File: src/rtl/cp0_excpt_sched_pkg.sv
// Shared constants and types for the CP0 exception scheduler:
// validity flags, one-hot exception codes, jump vectors, CP0 register
// numbers, ExcCode values and the mode/event enumerations.
// Optional timer logic is selected with the CP0_TIMER_EN macro.
package cp0_excpt_sched_pkg;

    localparam logic VALID   = 1'b1;
    localparam logic INVALID = 1'b0;

    // One-hot exception type codes reported on excptype_o
    localparam logic [31:0] EXC_COUNT_INT = 32'h0000_0001;
    localparam logic [31:0] EXC_SYS_INT   = 32'h0000_0002;
    localparam logic [31:0] EXC_ERET      = 32'h0000_0004;

    // Handler entry vectors
    localparam logic [31:0] COUNT_IPC = 32'h0000_0040;
    localparam logic [31:0] SYS_IPC   = 32'h0000_0080;

    // CP0 register numbers
    localparam logic [4:0] CP0_COUNT   = 5'd9;
    localparam logic [4:0] CP0_COMPARE = 5'd11;
    localparam logic [4:0] CP0_STATUS  = 5'd12;
    localparam logic [4:0] CP0_CAUSE   = 5'd13;
    localparam logic [4:0] CP0_EPC     = 5'd14;

    // Cause.ExcCode values
    localparam logic [4:0] EXCCODE_INT = 5'd0;
    localparam logic [4:0] EXCCODE_SYS = 5'd8;

    // Mode is Status.EXL
    typedef enum logic {
        MODE_NORMAL  = 1'b0,
        MODE_HANDLER = 1'b1
    } mode_e;

    // Winner of the MEM-stage arbitration
    typedef enum logic [1:0] {
        EV_NONE    = 2'd0,
        EV_TIMER   = 2'd1,
        EV_SYSCALL = 2'd2,
        EV_ERET    = 2'd3
    } event_e;

    // Cause layout: bit15 IP7, bits[6:2] ExcCode
    function automatic logic [31:0] make_cause(input logic ip7, input logic [4:0] exccode);
        return {16'h0000, ip7, 8'h00, exccode, 2'b00};
    endfunction

endpackage

File: src/rtl/cp0_excpt_sched_if.sv
// MEM-stage to CP0 interface. The pipeline (master) presents the
// MEM-stage instruction and MTC0/MFC0 ports; CP0 (slave) answers with
// read data and a same-cycle flush/redirect.
// Handshake: there is no back-pressure. mem_valid_i qualifies the
// instruction fields for the current cycle only; excpt_o, excptype_o and
// ejpc_o answer that same cycle, and a write whose cycle has excpt_o=1
// is discarded.
interface cp0_excpt_sched_if;
    import cp0_excpt_sched_pkg::*;

    logic        mem_valid_i;
    logic [31:0] inst_pc_i;
    logic        syscall_i;
    logic        eret_i;
    logic        cp0_we_i;
    logic [4:0]  cp0_waddr_i;
    logic [31:0] cp0_wdata_i;
    logic [4:0]  cp0_raddr_i;
    logic [31:0] cp0_rdata_o;
    logic [31:0] excptype_o;
    logic        excpt_o;
    logic [31:0] ejpc_o;
    logic        timer_int_o;
    mode_e       mode_o;

    modport master (
        output mem_valid_i, inst_pc_i, syscall_i, eret_i,
        output cp0_we_i, cp0_waddr_i, cp0_wdata_i, cp0_raddr_i,
        input  cp0_rdata_o, excptype_o, excpt_o, ejpc_o, timer_int_o, mode_o
    );

    modport slave (
        input  mem_valid_i, inst_pc_i, syscall_i, eret_i,
        input  cp0_we_i, cp0_waddr_i, cp0_wdata_i, cp0_raddr_i,
        output cp0_rdata_o, excptype_o, excpt_o, ejpc_o, timer_int_o, mode_o
    );

endinterface

File: src/rtl/cp0_excpt_sched_timer.sv
// cp0_timer: Count/Compare registers, match detector and the IP7
// pending flag. Only instantiated when CP0_TIMER_EN is defined.
module cp0_timer
    import cp0_excpt_sched_pkg::*;
(
    input  logic        clk,
    input  logic        rst,
    input  logic        we_i,
    input  logic [4:0]  waddr_i,
    input  logic [31:0] wdata_i,
    input  logic        clr_pend_i,
    output logic [31:0] count_o,
    output logic [31:0] compare_o,
    output logic        ip7_o
);

    logic [31:0] count_q, count_d;
    logic [31:0] compare_q, compare_d;
    logic        ip7_q, ip7_d;
    // Low for the first cycle after reset so Count=Compare=0 cannot fire
    logic        armed_q, armed_d;

    // Next-state: free-running count, MTC0 overrides, sticky match flag
    always_comb begin
        count_d   = count_q + 32'd1;
        compare_d = compare_q;
        ip7_d     = ip7_q;
        armed_d   = 1'b1;
        if (we_i && waddr_i == CP0_COUNT)   count_d   = wdata_i;
        if (we_i && waddr_i == CP0_COMPARE) compare_d = wdata_i;
        if (armed_q && count_q == compare_q) ip7_d = 1'b1;
        // A Compare write clears the pending flag, even over a new match
        if (clr_pend_i) ip7_d = 1'b0;
    end

    // Timer register bank
    always_ff @(posedge clk) begin
        if (rst) begin
            count_q   <= 32'd0;
            compare_q <= 32'd0;
            ip7_q     <= 1'b0;
            armed_q   <= 1'b0;
        end else begin
            count_q   <= count_d;
            compare_q <= compare_d;
            ip7_q     <= ip7_d;
            armed_q   <= armed_d;
        end
    end

    assign count_o   = count_q;
    assign compare_o = compare_q;
    assign ip7_o     = ip7_q;

endmodule

File: src/rtl/cp0_excpt_sched.sv
// cp0_excpt_sched: CP0 Status/Cause/EPC, MEM-stage exception arbiter
// (timer > SYSCALL > ERET) and MFC0 read mux. Count/Compare/IP7 live in
// cp0_timer, present only when CP0_TIMER_EN is defined.
module cp0_excpt_sched
    import cp0_excpt_sched_pkg::*;
#(
    parameter logic [31:0] RESET_STATUS = 32'h0000_0001
) (
    input  logic             clk,
    input  logic             rst,
    cp0_excpt_sched_if.slave bus
);

    logic [31:0] status_q, status_d;
    logic [31:0] epc_q, epc_d;
    logic [4:0]  exccode_q, exccode_d;
    logic [31:0] count, compare;
    logic        ip7;
    logic        we_eff;
    event_e      ev;
    mode_e       mode;

    // Writes from a flushed instruction never land
    assign we_eff = bus.cp0_we_i && (ev == EV_NONE);

`ifdef CP0_TIMER_EN
    logic clr_pend;
    assign clr_pend = we_eff && (bus.cp0_waddr_i == CP0_COMPARE);

    cp0_timer u_timer (
        .clk        (clk),
        .rst        (rst),
        .we_i       (we_eff),
        .waddr_i    (bus.cp0_waddr_i),
        .wdata_i    (bus.cp0_wdata_i),
        .clr_pend_i (clr_pend),
        .count_o    (count),
        .compare_o  (compare),
        .ip7_o      (ip7)
    );
`else
    assign count   = 32'd0;
    assign compare = 32'd0;
    assign ip7     = 1'b0;
`endif

    // Mode decode: EXL is the mode state
    always_comb begin
        mode = MODE_NORMAL;
        if (status_q[1]) mode = MODE_HANDLER;
    end

    // Arbitration of the MEM-stage instruction, timer first
    always_comb begin
        ev = EV_NONE;
        if (!rst && bus.mem_valid_i) begin
            if (ip7 && status_q[0] && !status_q[1]) ev = EV_TIMER;
            else if (bus.syscall_i)                 ev = EV_SYSCALL;
            else if (bus.eret_i)                    ev = EV_ERET;
        end
    end

    // Same-cycle redirect outputs
    always_comb begin
        bus.excpt_o    = INVALID;
        bus.excptype_o = 32'd0;
        bus.ejpc_o     = 32'd0;
        case (ev)
            EV_TIMER:   begin bus.excpt_o = VALID; bus.excptype_o = EXC_COUNT_INT; bus.ejpc_o = COUNT_IPC; end
            EV_SYSCALL: begin bus.excpt_o = VALID; bus.excptype_o = EXC_SYS_INT;   bus.ejpc_o = SYS_IPC;   end
            EV_ERET:    begin bus.excpt_o = VALID; bus.excptype_o = EXC_ERET;      bus.ejpc_o = epc_q;     end
            default:    ;
        endcase
    end

    // Next Status/Cause/EPC from MTC0 or the winning event
    always_comb begin
        status_d  = status_q;
        epc_d     = epc_q;
        exccode_d = exccode_q;
        if (we_eff && bus.cp0_waddr_i == CP0_STATUS) status_d = bus.cp0_wdata_i;
        case (ev)
            EV_TIMER: begin
                epc_d       = bus.inst_pc_i;
                status_d[1] = 1'b1;
                exccode_d   = EXCCODE_INT;
            end
            EV_SYSCALL: begin
                // A nested SYSCALL keeps the original return address
                if (!status_q[1]) epc_d = bus.inst_pc_i + 32'd4;
                status_d[1] = 1'b1;
                exccode_d   = EXCCODE_SYS;
            end
            EV_ERET: status_d[1] = 1'b0;
            default: ;
        endcase
    end

    // CP0 register bank
    always_ff @(posedge clk) begin
        if (rst) begin
            status_q  <= RESET_STATUS;
            epc_q     <= 32'd0;
            exccode_q <= 5'd0;
        end else begin
            status_q  <= status_d;
            epc_q     <= epc_d;
            exccode_q <= exccode_d;
        end
    end

    // MFC0 read mux, pre-edge state only
    always_comb begin
        bus.cp0_rdata_o = 32'd0;
        if (!rst) begin
            case (bus.cp0_raddr_i)
                CP0_COUNT:   bus.cp0_rdata_o = count;
                CP0_COMPARE: bus.cp0_rdata_o = compare;
                CP0_STATUS:  bus.cp0_rdata_o = status_q;
                CP0_CAUSE:   bus.cp0_rdata_o = make_cause(ip7, exccode_q);
                CP0_EPC:     bus.cp0_rdata_o = epc_q;
                default:     bus.cp0_rdata_o = 32'd0;
            endcase
        end
    end

    assign bus.timer_int_o = ip7;
    assign bus.mode_o      = mode;

endmodule
File: src/flat_wrapper.sv
// flat-port wrapper written by rule: the top's interface ports become plain ports
module cp0_excpt_sched_flat import cp0_excpt_sched_pkg::*;
#(
    parameter logic [31:0] RESET_STATUS = 32'h0000_0001
)
  (clk, rst, bus_mem_valid_i, bus_inst_pc_i, bus_syscall_i, bus_eret_i, bus_cp0_we_i, bus_cp0_waddr_i, bus_cp0_wdata_i, bus_cp0_raddr_i, bus_cp0_rdata_o, bus_excptype_o, bus_excpt_o, bus_ejpc_o, bus_timer_int_o, bus_mode_o);
  cp0_excpt_sched_if bus_i ();
  input  logic clk;
  input  logic rst;
  input wire logic [$bits(bus_i.mem_valid_i)-1:0] bus_mem_valid_i;
  input wire logic [$bits(bus_i.inst_pc_i)-1:0] bus_inst_pc_i;
  input wire logic [$bits(bus_i.syscall_i)-1:0] bus_syscall_i;
  input wire logic [$bits(bus_i.eret_i)-1:0] bus_eret_i;
  input wire logic [$bits(bus_i.cp0_we_i)-1:0] bus_cp0_we_i;
  input wire logic [$bits(bus_i.cp0_waddr_i)-1:0] bus_cp0_waddr_i;
  input wire logic [$bits(bus_i.cp0_wdata_i)-1:0] bus_cp0_wdata_i;
  input wire logic [$bits(bus_i.cp0_raddr_i)-1:0] bus_cp0_raddr_i;
  output wire logic [$bits(bus_i.cp0_rdata_o)-1:0] bus_cp0_rdata_o;
  output wire logic [$bits(bus_i.excptype_o)-1:0] bus_excptype_o;
  output wire logic [$bits(bus_i.excpt_o)-1:0] bus_excpt_o;
  output wire logic [$bits(bus_i.ejpc_o)-1:0] bus_ejpc_o;
  output wire logic [$bits(bus_i.timer_int_o)-1:0] bus_timer_int_o;
  output wire logic [$bits(bus_i.mode_o)-1:0] bus_mode_o;
  assign bus_i.mem_valid_i = bus_mem_valid_i;
  assign bus_i.inst_pc_i = bus_inst_pc_i;
  assign bus_i.syscall_i = bus_syscall_i;
  assign bus_i.eret_i = bus_eret_i;
  assign bus_i.cp0_we_i = bus_cp0_we_i;
  assign bus_i.cp0_waddr_i = bus_cp0_waddr_i;
  assign bus_i.cp0_wdata_i = bus_cp0_wdata_i;
  assign bus_i.cp0_raddr_i = bus_cp0_raddr_i;
  assign bus_cp0_rdata_o = bus_i.cp0_rdata_o;
  assign bus_excptype_o = bus_i.excptype_o;
  assign bus_excpt_o = bus_i.excpt_o;
  assign bus_ejpc_o = bus_i.ejpc_o;
  assign bus_timer_int_o = bus_i.timer_int_o;
  assign bus_mode_o = bus_i.mode_o;
  cp0_excpt_sched #(.RESET_STATUS(RESET_STATUS)) u_core (.clk(clk), .rst(rst), .bus(bus_i));
endmodule
File: config.mk
export PLATFORM = sky130hd
export DESIGN_NAME = cp0_excpt_sched_flat
export DESIGN_NICKNAME = d
export VERILOG_FILES = /design/src/rtl/cp0_excpt_sched_pkg.sv /design/src/rtl/cp0_excpt_sched_if.sv /design/src/rtl/cp0_excpt_sched_timer.sv /design/src/rtl/cp0_excpt_sched.sv /design/src/flat_wrapper.sv
export SDC_FILE = /design/constraint.sdc
export NUM_CORES = 1
export LEC_CHECK = 0
export CAP_MARGIN = 20
export CORE_UTILIZATION = 44
export CTS_BUF_LIST = sky130_fd_sc_hd__clkbuf_8
export DETAILED_ROUTE_END_ITERATION = 8
export PLACE_DENSITY = 0.91
export SKIP_LAST_GASP = 1
export SYNTH_ARGS = -nofsm -noshare
export SYNTH_HDL_FRONTEND = slang
export SYNTH_SLANG_ARGS = --single-unit
export TNS_END_PERCENT = 30
File: constraint.sdc
create_clock -name clk -period 3.4 [get_ports clk]
set_input_delay 0.68 -clock clk [delete_from_list [all_inputs] [get_ports clk]]
set_output_delay 0.68 -clock clk [all_outputs]
set_load 0.01 [all_outputs]
== Word-level counts from Yosys, hierarchy flattened ==
Index checks and enable logic that the tools add are counted.
Word-level totals
  register bits: 69
  input bits: 80
  output and inout port bits: 99
  logic and storage cells: 37
Cells by class
  add/sub/neg operators: 1
  equal/unequal tests: 8
  mux-type cells: 14
  reduce and logical (&&, ||, !) cells: 10
Operators with widths (number)
  one-hot mux 32 bit (3 select lines): 2
  2-to-1 mux 32 bit: 2
  one-hot mux 32 bit (2 select lines): 1
  adder 32 x 3 -> 32 bit, second input constant: 1
  equality test 5 x 4 -> 1 bit, second input constant: 4
  one-hot mux 5 bit (2 select lines): 1
  one-hot mux 3 bit (3 select lines): 1
  2-to-1 mux 2 bit: 4
  equality test 2 bit, second input constant: 2
  logical AND 1 bit: 3
  nonzero test 3 bit: 1
  OR reduction 3 bit: 1
  equality test 2 x 1 -> 1 bit, second input constant: 1
  zero test 2 bit: 1
  2-to-1 mux 1 bit: 2
  != test 2 bit, second input constant: 1
  one-hot mux 1 bit (2 select lines): 1
  AND reduction 2 bit: 1
  nonzero test 2 bit: 1
  OR reduction 2 bit: 1
  zero test 1 bit: 1

== Depth between registers and ports, before layout ==
  depth in word-level cells: 8
  mapped depth: 11
  mapped depth without buffers: 8

== Worst setup path before layout ==
Ideal clock, no wire load.
  path kind: input to register
  start point: input rst
  end point: register u_core.epc_q[25]
  library setup time: 91 ps
  arrival time: 2961 ps
  required time: 3309 ps
  path slack: 348 ps
  cell stages on the path: 9
  buffers on the path: 1
  cell sequence: buf_2 nor2b_1 o21ai_0 inv_1 ha_1 nand4_1 or4_1 or4_1 a311oi_1
On the way
  cells in the longest elaborated chain, start to end: 6
  elaborated cells on any way between the ends: 9
  classes of those cells: eq/ne: 3; mux: 2; reduce/logical: 4
Ends and longest elaborated chain
  start: declaration: RTL line flat_wrapper.sv:9  | input logic rst;
  zero test 1 bit: RTL line cp0_excpt_sched.sv:56  | if (!rst && bus.mem_valid_i) begin
  logical AND 1 bit: RTL line cp0_excpt_sched.sv:56
  2-to-1 mux 2 bit: RTL line cp0_excpt_sched.sv:56
  equality test 2 bit / equality test 2 x 1 -> 1 bit (equally long branches): RTL line cp0_excpt_sched.sv:82  | case (ev)
  != test 2 bit (no source line) / nonzero test 2 bit (equally long branches)
  AND reduction 2 bit (no source line)
  end signal: assignment: RTL line cp0_excpt_sched.sv:107  | epc_q <= epc_d;
  end: declaration: RTL line cp0_excpt_sched.sv:15  | logic [31:0] epc_q, epc_d;
Several ways; a longest one is shown, not always the timed one.
A chain may end at the register's enable or synchronous reset.

== Worst setup path in the final report ==
  start point: input bus_mem_valid_i
  end point: output bus_ejpc_o[22]
On the way
  cells in the longest elaborated chain, start to end: 4
  elaborated cells on any way between the ends: 6
  classes of those cells: eq/ne: 3; mux: 2; reduce/logical: 1
Ends and longest elaborated chain
  start: declaration: RTL line flat_wrapper.sv:10  | input wire logic [$bits(bus_i.mem_valid_i)-1:0] bus_mem_valid_i;
  logical AND 1 bit *: RTL line cp0_excpt_sched.sv:56
  2-to-1 mux 2 bit *: RTL line cp0_excpt_sched.sv:56
  equality test 2 bit / equality test 2 x 1 -> 1 bit (equally long branches): RTL line cp0_excpt_sched.sv:68  | case (ev)
  one-hot mux 32 bit (3 select lines) *: RTL line cp0_excpt_sched.sv:68
  end: declaration: RTL line flat_wrapper.sv:21  | output wire logic [$bits(bus_i.ejpc_o)-1:0] bus_ejpc_o;
Every way passes the cells marked *; elsewhere a longest branch is shown, timed or not.

==> impl_metrics.csv <==
group,metric,value,unit
outcome,status,"finished with violations",
outcome,violations,"design-rule violations, negative setup slack",
timing,setup_ws,-0.0616,ns
setup_path,end_kind,"primary output",
die,core-area,8810,sq um
setup_path,crit_chain,"clkdlybuf4s50_1 > nor2b_2 > nand3b_1 > inv_2 > ha_1 > nor2b_4 > buf_6 > and2_1 > clkdlybuf4s50_1",
power_and_ir_drop,power,1.76,mW
logic_synthesis,synth_compound_area_share,12.6,%
layout,final-seq-area,1300,sq um
setup_path,arrival,2.78,ns
logic_synthesis,synth-xor-area-share,2.61,%
logic_synthesis,yosys.area_share.adder,1.86,%
logic_synthesis,yosys-top-cells-area,"dfxtp_1 32%, mux2i_1 8.4%, nand2_1 7.6%",
setup_path,cp-start-kind,"input port",
global_route,grt_first_pass_wirelength,20800,microns
layout,stdcell_area,5900,sq um
logic_synthesis,synthMuxAreaShare,8.45,%
layout,diodes,0,
logic_synthesis,syn-cell-area,4030,sq um
setup_path,crit_required,2.72,ns
place,gp_congestion,0.877,
setup_path,cpMaxStageDelayCell,"clkdlybuf4s50_1",
global_route,grt_overflow_total,0,
timing,setup_tns,-0.750,ns
layout,fin_nets,775,
routing,routed_wl,13200,microns
logic_synthesis,synth_seq_area_share,32.3,%
routing,routed_via_density,5.56,
setup_path,path_class,"input port to primary output",
setup_path,worst-path-max-fanout,13,
die,initial_core_util,45.8,%
timing,max_freq,0.289,GHz
clock_tree,htree_levels,3,
global_route,antenna_found_initial,0,
clock_tree,cts-root-buf,"clkbuf_8",
logic_synthesis,ys_seq_elements,65,
power_and_ir_drop,p_leak,2.30,nW
die,die_area,9540,sq um
die,rows,34,
worst_hold_path,min-delay-start,"u_core.status_q[17]$_SDFFE_PP0P_",
logic_synthesis,synthArstFlopShare,0,%
timing,final_max_slew_viol_count,0,
setup_path,timing.rr.start,"u_core.status_q[1]$_SDFFE_PP0P_",
die,num_io_pins,179,
layout,multi_input_area,2450,sq um
logic_synthesis,synth_common_cells,"82 x nand2_1, 66 x nor2_1, 65 x dfxtp_1, 34 x a21oi_1, 34 x mux2i_1",
clock_tree,clkSlewWorstSetupHoldPaths,0.07,ns
logic_synthesis,ys.warnings.count,0,
worst_hold_path,hp-class,"register to register",
routing,vias,4453,
timing,tightest_slew,0.691,ns
timing,holdWs,0.458,ns
setup_path,startpoint,"bus_mem_valid_i",
routing,antenna_left,0,
timing,hold_viol_final,0,
clock_tree,hold_buffers,0,
routing,drc,24,
layout,layoutNonFillerInstCount,801,
clock_tree,cts_sinks,65,
place,portBuffers,148,
logic_synthesis,synth_top_area_share,32.3,%
setup_path,slowest_delay,0.53,ns
power_and_ir_drop,pwr_density_cell,298,nW/um^2
global_route,track_usage,27.7,%
timing,final.period_utilization,102,%
routing,wl_met3,943,microns
timing,slew_headroom,53.9,%
layout,fill_cells,692,
clock_tree,cts_tree,"built",
layout,drive_gt1_share,8.95,%
die,die_w,97.7,microns
routing,routed.top_layer,"met4",
logic_synthesis,synth-simple-area-share,32.1,%
logic_synthesis,syn_area_per_cell,7.60,sq um
logic_synthesis,synthCells,530,
place,place_area,5650,sq um
layout,area_delta_synth_final,46.4,%
logic_synthesis,synth_top_family_by_area,"simple AND/OR/NAND/NOR gates",
global_route,grt_pass1_vias,4297,
routing,wl_met1,5410,microns
logic_synthesis,synth_edf_count,0,
routing,first_pass_iters,7,
logic_synthesis,yosys.cell_count.top_type,"nand2_1",
timing,min_period,3.46,ns
logic_synthesis,yosysUniqueCellTypes,44,
setup_path,critPathMostFrequentCell,"clkdlybuf4s50_1",
place,hpwlAfterDp,9800,microns
logic_synthesis,yosys.area.top_type,"dfxtp_1",
place,placedCellCount,780,
clock_tree,insertion_delay,0.34,ns
global_route,grt_max_degree,67,
die,die_y,97.7,microns
power_and_ir_drop,max-vdd-ir-drop,153,uV
logic_synthesis,synthFlopType,"dfxtp_1",
layout,fin_util,67.0,%
routing,wl_per_cell,16.4,microns
timing,worst_clock_skew,0.00676,ns
clock_tree,numCtsBuffers,9,
clock_tree,clockBufferDepth,2,
place,post-place-ws,-0.131,ns
timing,final-setup-viol-count,19,
routing,met2_length,6470,microns
routing,drtIter0Drc,246,
timing,rsz0062_at_grt,"yes",
job,drv_cap,0,
==> report_power, final <==
group / internal [mW] / total, mW / switching [mW] / leakage (nW)
Sequential: 0.794 / 0.823 / 0.0292 / 0.529
Clock: 0.317 / 0.611 / 0.294 / 0.0957
Combinational: 0.163 / 0.323 / 0.160 / 1.68
==> final timing paths <==
check | cells after the start | slack, ns | end
worst max-delay path | 9 | -0.06 | bus_ejpc_o[22]
worst min-delay path | 2 | 0.46 | u_core.status_q[17]$_SDFFE_PP0P_
worst max register to register | 5 | 1.67 | u_core.epc_q[12]$_SDFFE_PP0P_
worst min register to register | 2 | 0.46 | u_core.status_q[17]$_SDFFE_PP0P_
==> logic make-up (layout without fill, tap and decap cells) <==
group	count (synthesis)	in the layout
and+or+nand+nor	257	257
AOI/OAI and AO/OA	79	79
buffers and inverters	76	210
DFF	65	65
muxes	34	34
xor gates and xnor gates	12	12
adders and majority gates	6	6
other	1	30
==> critical path: cells and delay by family <==
family                   cells  cell delay [ns]
adder cells (fa/ha/maj)      1             0.18
buffers and inverters        4             1.26
AND/OR/NAND/NOR              4             0.66
==> layout make-up <==
cell class	instances	area share, %
Sequential cell	65	22.1
Multi-Input combinational cell	418	41.5
Tap cell	108	2.29
Timing Repair Buffer	184	30.4
Inverter	11	0.700
Clock inverter	3	0.276
Clock buffer	12	2.80
==> repair_timing <==
| item | in CTS | in global routing |
|---|---|---|
| resized for setup | 13 | 7 |
| cloned | 1 | 0 |
| buffers inserted | 5 | 0 |
| endpoints found under the setup margin | 30 | 26 |
==> cell usage in the layout, fill, tap and decap left out, drive strengths merged, types with 8 or more instances in the layout <==
cell type	n
nand4	12
nor2	66
inv	12
a311oi	8
and2	32
xnor2	9
dfxtp	65
dlygate4sd2	8
a211oi	17
nor4	13
mux2i	34
conb	30
a21oi	34
nand2	82
buf	38
clkbuf	12
nand3	10
clkdlybuf4s50	134
==> state kept, by name, summed over array words and instances, names as in the netlist <==
| signal | cells |
|---|---|
| u_core.status_q | 32 |
| u_core.exccode_q | 1 |
| u_core.epc_q | 32 |
==> metal layers <==
layer  track usage (%)  vias up
met5                 0        -
li1                  -     2109
met4              11.5        0
met1              32.8     2097
met3              4.60       35
met2              49.2      212
Note: power is estimated with default switching activity, not from simulation.
==> RTL edit, RTL diff (config.mk and constraints unchanged) <==
The option `CP0_TIMER_EN` is turned on by a define.
--- a/src/rtl/cp0_excpt_sched.sv
+++ b/src/rtl/cp0_excpt_sched.sv
@@ -1,6 +1,8 @@
 // cp0_excpt_sched: CP0 Status/Cause/EPC, MEM-stage exception arbiter
 // (timer > SYSCALL > ERET) and MFC0 read mux. Count/Compare/IP7 live in
 // cp0_timer, present only when CP0_TIMER_EN is defined.
+`define CP0_TIMER_EN
+
 module cp0_excpt_sched
     import cp0_excpt_sched_pkg::*;
 #(
Behaviour: not the same (a bounded check fails within 4 cycles, from zero or initial values and one cycle with rst high).
==> RTL edit against the original RTL <==
The flow still finishes with violations (design-rule violations, negative setup slack); wire length increased by 86%; setup slack improved by 0.049 ns; sequential cell count increased by 66; largest cell class unchanged; synthesized area increased by 89%; synthesized cell count increased by 78%; cell count increased by 65%; combinational power increased by 49%; power increased by 97%; cell area increased by 69%; die area increased by 87%; critical path depth decreased by 1; first-iteration DRC count increased to 3.6 times the old value.
==> RTL edit: results (changes against the original RTL) <==
pwr:
  peakVddDrop_uv: 256  # +67%
  leakagePower_nw: 3.76  # +63%
placement:
  port_buffers: 149  # +0.68%
  place_area_um2: 9500  # +68%
  dp_hpwl_mm: 17.7  # +80%
  gp_congestion: 0.905  # +3.3%
  dpl.cell_count: 1285  # +65%
timing:
  setup_violations: 6  # -13
  finClkSkew_ns: 0.0130  # +0.00620 ns
  min_period_over_period_pct: 100  # -1.4 points
  worst_slack_ns: -0.0128  # +0.0488 ns
route:
  vias: 7647  # +72%
  wl_per_cell_um: 18.5  # +13%
  drcViolationCount: 12  # -50%
  drtIter0Drc: 882  # +260%
global_route:
  grt_max_degree: 89  # +33%
  grt_usage_pct: 27.2  # -0.45 points
  grt_pass1_vias: 7206  # +68%
  grt_pass1_wl_mm: 37.7  # +81%
synth:
  synth_area_leaders: "dfxtp_1, nand2_1, a211oi_1"
  muxShareOfSynthArea_pct: 5.48  # -3.0 points
  synth_common_cells: "nand2_1, dfxtp_1, nor2_1, a21oi_1, clkbuf_1"
  synth_adder_area_share_pct: 1.15  # -0.71 points
  synth_compound_area_share_pct: 16.3  # +3.6 points
  synthCells: 946  # +78%
setup_path:
  crit_fanout: 14  # +1
  reg2reg_depth: 11  # +6
  crit_arrival_ns: 2.73  # -0.05 ns
clock_tree:
  clkLatencyLatePin_ns: 0.45  # +0.11 ns
  cts-htree-levels: 4  # +1
status:
  violations: "design-rule violations, negative setup slack"
  status: "finished with violations"
layout:
  fill_cells: 1424  # +110%
  drive_above_1_share_pct: 12.8  # +3.8 points
==> RTL edit: cell types whose count changed after synthesis, sizes merged, moves of 25 or more <==
| cell | delta |
|---|---|
| a21oi | +31 |
| xnor2 | +37 |
| nand2 | +69 |
| mux2 | +29 |
| a211oi | +41 |
| mux2i | -25 |
| xor2 | +34 |
| nor2 | +38 |
| dfxtp | +66 |
| a222oi | +30 |
==> RTL edit: path summary, 6_finish.rpt <==
path                                                        start                               endpoint  slack (ns)
worst max register to register  u_core.u_timer.ip7_o$_SDFFE_PP0P_  u_core.u_timer.count_o[15]$_SDFF_PP0_        0.52
worst min-delay path             u_core.status_q[16]$_SDFFE_PP0P_       u_core.status_q[16]$_SDFFE_PP0P_        0.46
worst min register to register   u_core.status_q[16]$_SDFFE_PP0P_       u_core.status_q[16]$_SDFFE_PP0P_        0.46
worst max-delay path                              bus_mem_valid_i                         bus_ejpc_o[13]       -0.01
==> RTL edit: logic make-up (layout without fill, tap and decap cells) <==
family          Yosys count  count (layout)
compound gates          177             177
xor+xnor                 83              83
fa+ha+maj                 7               7
buf+inv                 116             240
flops                   131             131
mux                      38              38
other cells               1              29
simple gates            393             393
==> RTL edit: where the power goes <==
| group | switching, mW | leakage, nW | total, mW | internal (mW) |
|---|---|---|---|---|
| combinational | 0.251 | 2.49 | 0.481 | 0.230 |
| clock | 0.632 | 0.199 | 1.30 | 0.665 |
| sequential | 0.0844 | 1.06 | 1.68 | 1.59 |
| total | 0.968 | 3.76 | 3.45 | 2.49 |
==> RTL edit: stage by stage <==
step           setup TNS [ns]  util [%]
6_report              -0.0388      59.6
5_1_grt                 -2.59      59.6
4_1_cts                -0.241      59.4
3_5_place_dp            -1.61      56.9
3_3_place_gp           -0.205      56.9
2_1_floorplan               0         -
==> RTL edit: worst max-delay path, delay by kind of cell <==
kind / cells / cell delay (ns)
adder cells (fa/ha/maj): 1 / 0.23
AO/OA/AOI/OAI: 1 / 0.10
AND/OR/NAND/NOR: 3 / 0.50
buffers and inverters: 3 / 1.20
==> RTL edit: timing repair <==
| action | in CTS | in global routing |
|---|---|---|
| resized for setup | 19 | 17 |
| endpoints found under the setup margin | 60 | 52 |
| buffers inserted | 0 | 0 |
| pin swaps | 2 | 2 |
| gates cloned | 1 | 0 |
==> RTL edit: cell type report <==
cell class / count / share of cell area (%)
multi-input combinational: 727 / 46.0
sequential: 131 / 26.3
timing repair buffer: 195 / 20.5
tap: 220 / 2.76
clock buffer: 18 / 2.49
clock inverter: 14 / 1.37
inverter: 13 / 0.490
==> RTL edit: per-layer routing <==
metal | share of wire (%) | up-vias | track usage, %
met5 | 0 | - | 0
met4 | 3.7 | 0 | 11.8
met3 | 11 | 80 | 6.70
met2 | 45 | 440 | 43.3
met1 | 40 | 3574 | 34.9
li1 | - | 3553 | -
